$ cat src/rtl/alarm_countdown_fsm_pkg.sv
// alarm_countdown_fsm_pkg: shared state encoding, digit width and default second counts
package alarm_countdown_fsm_pkg;
  typedef enum logic [2:0] {
    ARMED     = 3'd0,
    TRIGGERED = 3'd1,
    ALARM     = 3'd2,
    DISARMED  = 3'd3,
    DOOR_OPEN = 3'd4,
    ARM_WAIT  = 3'd5
  } state_e;
  localparam int DIGIT_W         = 4;
  localparam int DEF_CLK_HZ      = 100_000_000;
  localparam int DEF_T_ARM_DELAY = 6;
  localparam int DEF_T_DRIVER    = 8;
  localparam int DEF_T_PASSENGER = 15;
  localparam int DEF_T_ALARM     = 10;
endpackage

$ cat src/rtl/alarm_countdown_fsm_sec_tick_gen.sv
// sec_tick_gen: one-cycle tick every CLK_HZ cycles, restartable by clr
module sec_tick_gen
  import alarm_countdown_fsm_pkg::*;
#(
  parameter int CLK_HZ = DEF_CLK_HZ
) (
  input  logic clk,
  input  logic rst_n,
  input  logic clr,
  output logic tick
);
  localparam int W = (CLK_HZ > 1) ? $clog2(CLK_HZ) : 1;
  localparam logic [W-1:0] LAST = W'(CLK_HZ - 1);
  logic [W-1:0] div_q, div_d;
  assign tick = (div_q == LAST);
  // divider wraps after the tick; a clear restarts the second so a fresh load gets full seconds
  always_comb begin
    div_d = (clr || tick) ? '0 : div_q + 1'b1;
  end
  // divider register
  always_ff @(posedge clk or negedge rst_n) begin
    if (!rst_n) div_q <= '0;
    else        div_q <= div_d;
  end
endmodule

$ cat src/rtl/alarm_countdown_fsm.sv
// alarm_countdown_fsm: anti-theft state machine with second countdowns, siren, led and fuel-pump latch
module alarm_countdown_fsm
  import alarm_countdown_fsm_pkg::*;
#(
  parameter int CLK_HZ      = DEF_CLK_HZ,
  parameter int T_ARM_DELAY = DEF_T_ARM_DELAY,
  parameter int T_DRIVER    = DEF_T_DRIVER,
  parameter int T_PASSENGER = DEF_T_PASSENGER,
  parameter int T_ALARM     = DEF_T_ALARM
) (
  input  logic               clk,
  input  logic               rst_n,
  input  logic               ignition,
  input  logic               door_driver,
  input  logic               door_pass,
  input  logic               hidden_sw,
  input  logic               brake,
  output logic [DIGIT_W-1:0] digit,
  output logic [2:0]         state_code,
  output logic               status_led,
  output logic               siren,
  output logic               fuel_pump
);
  localparam logic [DIGIT_W-1:0] LD_ARM = DIGIT_W'(T_ARM_DELAY);
  localparam logic [DIGIT_W-1:0] LD_DRV = DIGIT_W'(T_DRIVER);
  localparam logic [DIGIT_W-1:0] LD_PAS = DIGIT_W'(T_PASSENGER);
  localparam logic [DIGIT_W-1:0] LD_ALM = DIGIT_W'(T_ALARM);
  state_e state_q, state_d;
  logic [DIGIT_W-1:0] cnt_q, cnt_d;
  logic led_q, led_d, siren_q, siren_d, fuel_q, fuel_d;
  logic tick, clr, expire;
  sec_tick_gen #(.CLK_HZ(CLK_HZ)) u_tick (
    .clk   (clk),
    .rst_n (rst_n),
    .clr   (clr),
    .tick  (tick)
  );
  assign expire     = tick && (cnt_q == DIGIT_W'(1));
  assign digit      = cnt_q;
  assign state_code = state_q;
  assign status_led = led_q;
  assign siren      = siren_q;
  assign fuel_pump  = fuel_q;
  // next state, countdown load/decrement and registered output values
  always_comb begin
    state_d = state_q;
    cnt_d   = (tick && cnt_q != '0) ? cnt_q - 1'b1 : cnt_q;
    clr     = 1'b0;
    case (state_q)
      ARMED: begin
        cnt_d = '0;
        if (ignition) state_d = DISARMED;
        else if (door_driver) begin
          state_d = TRIGGERED;
          cnt_d   = LD_DRV;
          clr     = 1'b1;
        end else if (door_pass) begin
          state_d = TRIGGERED;
          cnt_d   = LD_PAS;
          clr     = 1'b1;
        end
      end
      TRIGGERED: begin
        if (ignition) begin
          state_d = DISARMED;
          cnt_d   = '0;
        end else if (expire) begin
          state_d = ALARM;
          cnt_d   = LD_ALM;
          clr     = 1'b1;
        end
      end
      ALARM: begin
        if (ignition) begin
          state_d = DISARMED;
          cnt_d   = '0;
        end else if (door_driver || door_pass) begin
          cnt_d = LD_ALM;
          clr   = 1'b1;
        end else if (expire) state_d = ARMED;
      end
      DISARMED: begin
        cnt_d = '0;
        if (!ignition && door_driver) state_d = DOOR_OPEN;
      end
      DOOR_OPEN: begin
        cnt_d = '0;
        if (ignition) state_d = DISARMED;
        else if (!door_driver) begin
          state_d = ARM_WAIT;
          cnt_d   = LD_ARM;
          clr     = 1'b1;
        end
      end
      ARM_WAIT: begin
        if (ignition) begin
          state_d = DISARMED;
          cnt_d   = '0;
        end else if (door_driver || door_pass) begin
          state_d = DOOR_OPEN;
          cnt_d   = '0;
        end else if (expire) state_d = ARMED;
      end
      default: begin
        state_d = ARMED;
        cnt_d   = '0;
      end
    endcase
    led_d   = (state_d == ARMED) ? (state_q == ARMED) && (led_q ^ tick)
                                 : (state_d == TRIGGERED) || (state_d == ALARM);
    siren_d = (state_d == ALARM);
    fuel_d  = ignition && ((hidden_sw && brake) || fuel_q);
  end
  // state, countdown and output registers
  always_ff @(posedge clk or negedge rst_n) begin
    if (!rst_n) begin
      state_q <= ARMED;
      cnt_q   <= '0;
      led_q   <= 1'b0;
      siren_q <= 1'b0;
      fuel_q  <= 1'b0;
    end else begin
      state_q <= state_d;
      cnt_q   <= cnt_d;
      led_q   <= led_d;
      siren_q <= siren_d;
      fuel_q  <= fuel_d;
    end
  end
endmodule

$ cat config.mk
export PLATFORM = sky130hd
export DESIGN_NAME = alarm_countdown_fsm
export DESIGN_NICKNAME = d
export VERILOG_FILES = /design/src/rtl/alarm_countdown_fsm_pkg.sv /design/src/rtl/alarm_countdown_fsm_sec_tick_gen.sv /design/src/rtl/alarm_countdown_fsm.sv
export SDC_FILE = /design/constraint.sdc
export NUM_CORES = 1
export LEC_CHECK = 0
export ABC_AREA = 1
export BUFFER_PORTS_ARGS = -buffer_cell sky130_fd_sc_hd__buf_4
export CORE_MARGIN = 1.5
export CORE_UTILIZATION = 50
export DETAILED_ROUTE_END_ITERATION = 6
export PLACE_DENSITY = 0.68
export SETUP_SLACK_MARGIN = 0.02
export SYNTH_ARGS = -nofsm -noshare
export SYNTH_HDL_FRONTEND = slang
export SYNTH_SLANG_ARGS = --single-unit
$ cat constraint.sdc
create_clock -name clk -period 2 [get_ports clk]
set_clock_uncertainty 0.15 [all_clocks]
set_input_delay 0.2 -clock clk [delete_from_list [all_inputs] [get_ports clk]]
set_output_delay 0.2 -clock clk [all_outputs]
set_load 0.02 [all_outputs]
# Word-level counts from Yosys, hierarchy flattened
# Cells that the tools add are included.
[totals]
ramBits = 0
ff_bits = 37
mem_bits_ro = 0
wordCells = 71
output_inout_bits = 10
mem_count = 0
latch_bits = 0
[classes]
magnitude_cmp = 0
eq_ne = 9
n_shift = 0
addsub = 2
mux = 39
n_div = 0
reduce_logical = 14
n_bitwise = 1
n_mul = 0
[op_table]
columns = ["cell", "n"]
rows = [
  ["two-way mux 3 bit", 15],
  ["two-way mux 4 bit", 10],
  ["adder 27 x 1 -> 27 bit, second input constant", 1],
  ["equality test 27 bit, second input constant", 1],
  ["two-way mux 27 bit", 1],
  ["case mux 4 bit (5 select lines)", 1],
  ["case mux 3 bit (6 select lines)", 1],
  ["two-way mux 1 bit", 10],
  ["equality test 3 x 2 -> 1 bit, second input constant", 3],
  ["equality test 3 x 1 -> 1 bit, second input constant", 2],
  ["equality test 3 bit, second input constant", 2],
  ["logical AND 1 bit", 6],
  ["logical NOT 3 bit", 2],
  ["equality test 4 x 1 -> 1 bit, second input constant", 1],
  ["logical OR 1 bit", 4],
  ["case mux 1 bit (4 select lines)", 1],
  ["nonzero test 4 bit", 1],
  ["subtractor 4 x 1 -> 4 bit, second input constant", 1],
  ["logical NOT 1 bit", 1],
  ["bitwise XOR 1 bit", 1],
]

# Longest topological paths before layout
[logic_depth]
depth_word = 9
mapped_depth = 13

# Hierarchy
# A second synthesis with hierarchy kept.
[unflattened]
cells_unflattened = 363
hier_area_um2 = 2487.4
[modules_own_cells]
columns = ["module", "cells_each", "area_each_um2", "n_inst", "seq_area_each_um2"]
rows = [
  ["sec_tick_gen", 237, 1631.6, 1, 675.6],
  ["alarm_countdown_fsm", 126, 855.8, 1, 250.2],
]

# Worst setup path before layout
# Ideal clock, no wire load.
[synth_timing]
path_kind = "reg2reg"
start = "register u_tick.div_q[0]"
end = "register u_tick.div_q[18]"
period_less_slack_ns = 1.840
arrival_ns = 1.569
path_buffers = 1
slack_ns = 0.160
stages_incl_launch_ff = 12
path_cell_list = "dfrtp_1 ha_1 nand2_2 nor2_4 nand2_4 nor2_4 nand4_2 nand2_2 a21oi_4 nand2_8 buf_12 nor2_2"
[synth_via]
elab_chain_len = 7
elab_cells_between_ends = 8
classes_between = "1 x add/sub; 1 x eq/ne; 4 x mux; 2 x reduce/logical"
[synth_rtl]
columns = ["item", "line", "source"]
rows = [
  ["start, declared", "alarm_countdown_fsm_sec_tick_gen.sv:14", "logic [W-1:0] div_q, div_d;"],
  ["start signal, assigned", "alarm_countdown_fsm_sec_tick_gen.sv:23", "else div_q <= div_d;"],
  ["equality test 27 bit", "alarm_countdown_fsm_sec_tick_gen.sv:15", "assign tick = (div_q == LAST);"],
  ["logical AND 1 bit", "alarm_countdown_fsm.sv:38", "assign expire = tick && (cnt_q == DIGIT_W'(1));"],
  ["two-way mux 1 bit", "alarm_countdown_fsm.sv:67", "end else if (expire) begin"],
  ["two-way mux 1 bit", "alarm_countdown_fsm.sv:64", "if (ignition) begin"],
  ["case mux 1 bit (4 select lines)", "alarm_countdown_fsm.sv:49", "case (state_q)"],
  ["logical OR 1 bit", "alarm_countdown_fsm_sec_tick_gen.sv:18", "div_d = (clr || tick) ? '0 : div_q + 1'b1;"],
  ["two-way mux 27 bit (*)", "alarm_countdown_fsm_sec_tick_gen.sv:18", ""],
  ["named net u_tick.div_d[18]", "alarm_countdown_fsm_sec_tick_gen.sv:14", ""],
]
# Mark *: on every way through the listed nets, which the timed path passes. The rest lies on a longest branch.

# Worst setup path in the final report
[layout_timing]
start = "register u_tick.div_q[1]"
end = "register cnt_q[2], in the netlist digit[2]"
[layout_via]
elab_chain_len = 6
elab_cells_between_ends = 11
classes_between = "1 x eq/ne; 8 x mux; 2 x reduce/logical"
[layout_rtl]
columns = ["item", "line", "source"]
rows = [
  ["equality test 27 bit (*)", "alarm_countdown_fsm_sec_tick_gen.sv:15", ""],
  ["logical AND 1 bit", "alarm_countdown_fsm.sv:47", "cnt_d = (tick && cnt_q != '0) ? cnt_q - 1'b1 : cnt_q;"],
  ["two-way mux 4 bit", "alarm_countdown_fsm.sv:47", ""],
  ["two-way mux 4 bit, on equally long branches", "alarm_countdown_fsm.sv:99, alarm_countdown_fsm.sv:67, alarm_countdown_fsm.sv:77", ""],
  ["two-way mux 4 bit, on equally long branches", "alarm_countdown_fsm.sv:96, alarm_countdown_fsm.sv:64, alarm_countdown_fsm.sv:74", ""],
  ["case mux 4 bit (5 select lines) (*)", "alarm_countdown_fsm.sv:49", ""],
  ["named net cnt_d[2]", "alarm_countdown_fsm.sv:29", "logic [DIGIT_W-1:0] cnt_q, cnt_d;"],
  ["end signal, assigned", "alarm_countdown_fsm.sv:124", "cnt_q <= cnt_d;"],
  ["end, declared", "alarm_countdown_fsm.sv:29", ""],
]
# Marks and branches as above.

==> results.cfg <==
[timing]
max_freq_mhz = 521.0
rsz0062_at_grt = true
slew_viol_final = 0
finalCriticalPeriod_ns = 1.919
fin_ws_ns = 0.08063
max_slew.worst_pin.slew_ns = 0.4702
slew_headroom_pct = 68.66
post-route-period-util_pct = 95.97
setup_viol = 0
tns_ns = 0
hold_viol = 0

[cts]
cts_tree = built
clkTransAtPathRegs_ns = 0.08
cts_buffers = 5
cts_max_level = 2
root_buffer = clkbuf_8
clk_latency_ns = 0.30
cts_max_path_buffers = 2
cts.sinks = 37

[finish]
finalNonFillerCells = 408
drive_above_1_share_pct = 25.84
n_antenna_cell = 0
area_growth_pct = 23.50
fin_area_um2 = 2945
nets = 365

[drt]
drtIter0Drc = 86
wl_met2_um = 2768
dr.pass1.iters = 4
routed-wl-met3_um = 152
wl_per_cell_um = 13.37
wl_um = 5454
viasPerCell = 5.238
drtAntennaViolNets = 0
vias = 2137
drc = 0
met1_length_um = 2423
maxUsedRoutingLayer = met4

[critical_path]
critPathBufInv = 1
crit_top_cell = nor2_4
cp_max_fo = 7
cp_top_family = simple AND/OR/NAND/NOR gates
end_kind = register
r2r-start = u_tick.div_q[1]
critPathRequiredTime_ns = 2.04
max_stage_delay_ns = 0.36
path_class = register to register
path_cells = ha_2 -> nand2_2 -> nor2_4 -> nand2_4 -> nor2_4 -> buf_6 -> nand2_8 -> o21ai_1 -> o31ai_1 -> nand3_1 -> nand2_1
reg2regPathDepth = 11
reg2reg_to = digit[2]
slowest_stage = dfrtp_1
arrival_ns = 1.96
startpoint_type = register
reg2reg_slack_ns = 0.08

[worst_hold_path]
hp-class = input pin to register
min_from = door_pass
hold_end = digit[0]
holdPathStages = 3

[yosys]
netlist_area_um2 = 2385
synth_commonest_cells = nand2_1, inv_1, dfrtp_1, nor2_1, nand3_1
yosysMostFrequentCell = nand2_1
synthTopCellsByArea = dfrtp_1, nand2_1, xor2_1
yosys_most_used_dff = dfrtp_1
syn_nets = 322
synth.avg_cell_area_um2 = 7.644
synth_cells = 312
synth_cell_types = 28
ys_ff_latch = 37
yosysTopAreaCell = dfrtp_1
synth_top_area_share_pct = 38.82
synth-seq-area-share_pct = 38.82
async_flop_share_pct = 100.0
synth_edf_count = 0
yosysWarnings = 0

[placed_design]
dp.cells = 383
hpwlAfterDp_um = 3581
placed_area_um2 = 2571
dp_slack_ns = 0.04458
portBuffers = 16
routabilityCongestion = 0.8943

[power_and_ir_drop]
power_uw = 2963
power_density_nw_per_um2 = 1006
ir_worst_vdd_mv = 0.8297
cellLeakagePower_uw = 0.001365

[job]
drv_cap = 0

[die]
core_um2 = 4474
design.die.area_um2 = 5193
start_util_pct = 53.30
rows = 24
die_h_um = 72.06
die_w_um = 72.06
pin_count = 17

[global_routing]
grt_overflow_total = 0
grt_usage_pct = 20.83
grt_pass1_vias = 1980
antenna_found_initial = 0
grt_first_pass_wirelength_um = 8507
grt_max_degree = 38

[status]
outcome = complete, no violations
## cell type report
cell class | instances | area, µm²
Tap cell | 52 | 65.06
Sequential cell | 37 | 925.9
Clock buffer | 6 | 82.58
Multi-Input combinational cell | 234 | 1379
Fill cell | 383 | 1529
Inverter | 41 | 153.9
Timing Repair Buffer | 36 | 301.5
Clock inverter | 2 | 37.54
## worst max path at each step
stage | startpoint | end | slack [ns] | depth (start not counted)
2_1_floorplan | u_tick.div_q[0] | u_tick.div_q[18] | 0.16 | 11
3_3_place_gp | u_tick.div_q[1] | u_tick.div_q[26] | 0.11 | 10
3_5_place_dp | u_tick.div_q[1] | u_tick.div_q[26] | 0.04 | 10
4_1_cts | u_tick.div_q[1] | u_tick.div_q[26] | 0.02 | 10
5_1_grt | u_tick.div_q[1] | digit[2] | -0.05 | 11
6_report | u_tick.div_q[1] | digit[2] | 0.08 | 11
## tightest hold or removal path, stage by stage
cell	delay (ns)
buf_4	0.10
nand3_1	0.06
nand2_1	0.07
## per-stage QoR
step,hold slack [ns],utilization (%)
global route,0.04101,65.83
CTS,0.002750,60.82
detailed placement,0.04510,57.47
floorplan,-0.2456,-
finish,0.01184,65.83
global placement,0.04207,57.47
## placed cells by master (no fill, tap or decap), types with 2 or more instances in the layout
cell           synthesis  layout
nor3_1                 8       8
nand2_8                1       5
clkbuf_8               0       6
inv_1                 41      40
a21oi_1                5       5
xor2_1                18      18
dlygate4sd3_1          0       3
nand4_1                6       6
nor2_2                24      26
nand2_2                4       5
buf_6                  0       3
nand2_1               69      66
xnor2_1                5       5
nor2_4                 4       4
nand3_1               28      25
o31ai_1                2       2
ha_1                   3       2
nor2_1                36      34
buf_4                  0      29
nand3_2                1       4
o21ai_0                9       8
nand2_4                1       2
dfrtp_1               37      37
## routing by layer
| layer | vias to the layer above | track usage (%) |
|---|---|---|
| li1 | 1075 | - |
| met1 | 1015 | 25.58 |
| met2 | 36 | 36.01 |
| met3 | 11 | 4.306 |
| met4 | 0 | 7.966 |
| met5 | - | 0 |
## flip-flops by register name, indices dropped and copies added, names as in the netlist
| name | flops |
|---|---|
| u_tick.div_q | 27 |
| digit | 4 |
| state_code | 3 |
| fuel_pump | 1 |
| siren | 1 |
| status_led | 1 |
## timing repair
item	4_1_cts	5_1_grt
hold endpoints to repair	38	0
buffers inserted	0	11
hold buffers	3	0
endpoints found under the setup margin	0	29
resized for setup	0	21
## report_power, final
part	leakage (µW)	total, µW	internal (µW)	switching (µW)
Clock	0.0000574	688	405	283
Sequential	0.000500	972	869	103
Combinational	0.000807	1300	496	807
## cell families after synthesis
kind of cell | share of synthesized area, %
AO/OA/AOI/OAI | 4.827
adder cells (fa/ha/maj) | 1.574
AND/OR/NAND/NOR | 38.04
flip-flops | 38.82
XOR/XNOR | 8.447
buffers and inverters | 8.290
Power figures use the tool's default switching activity.
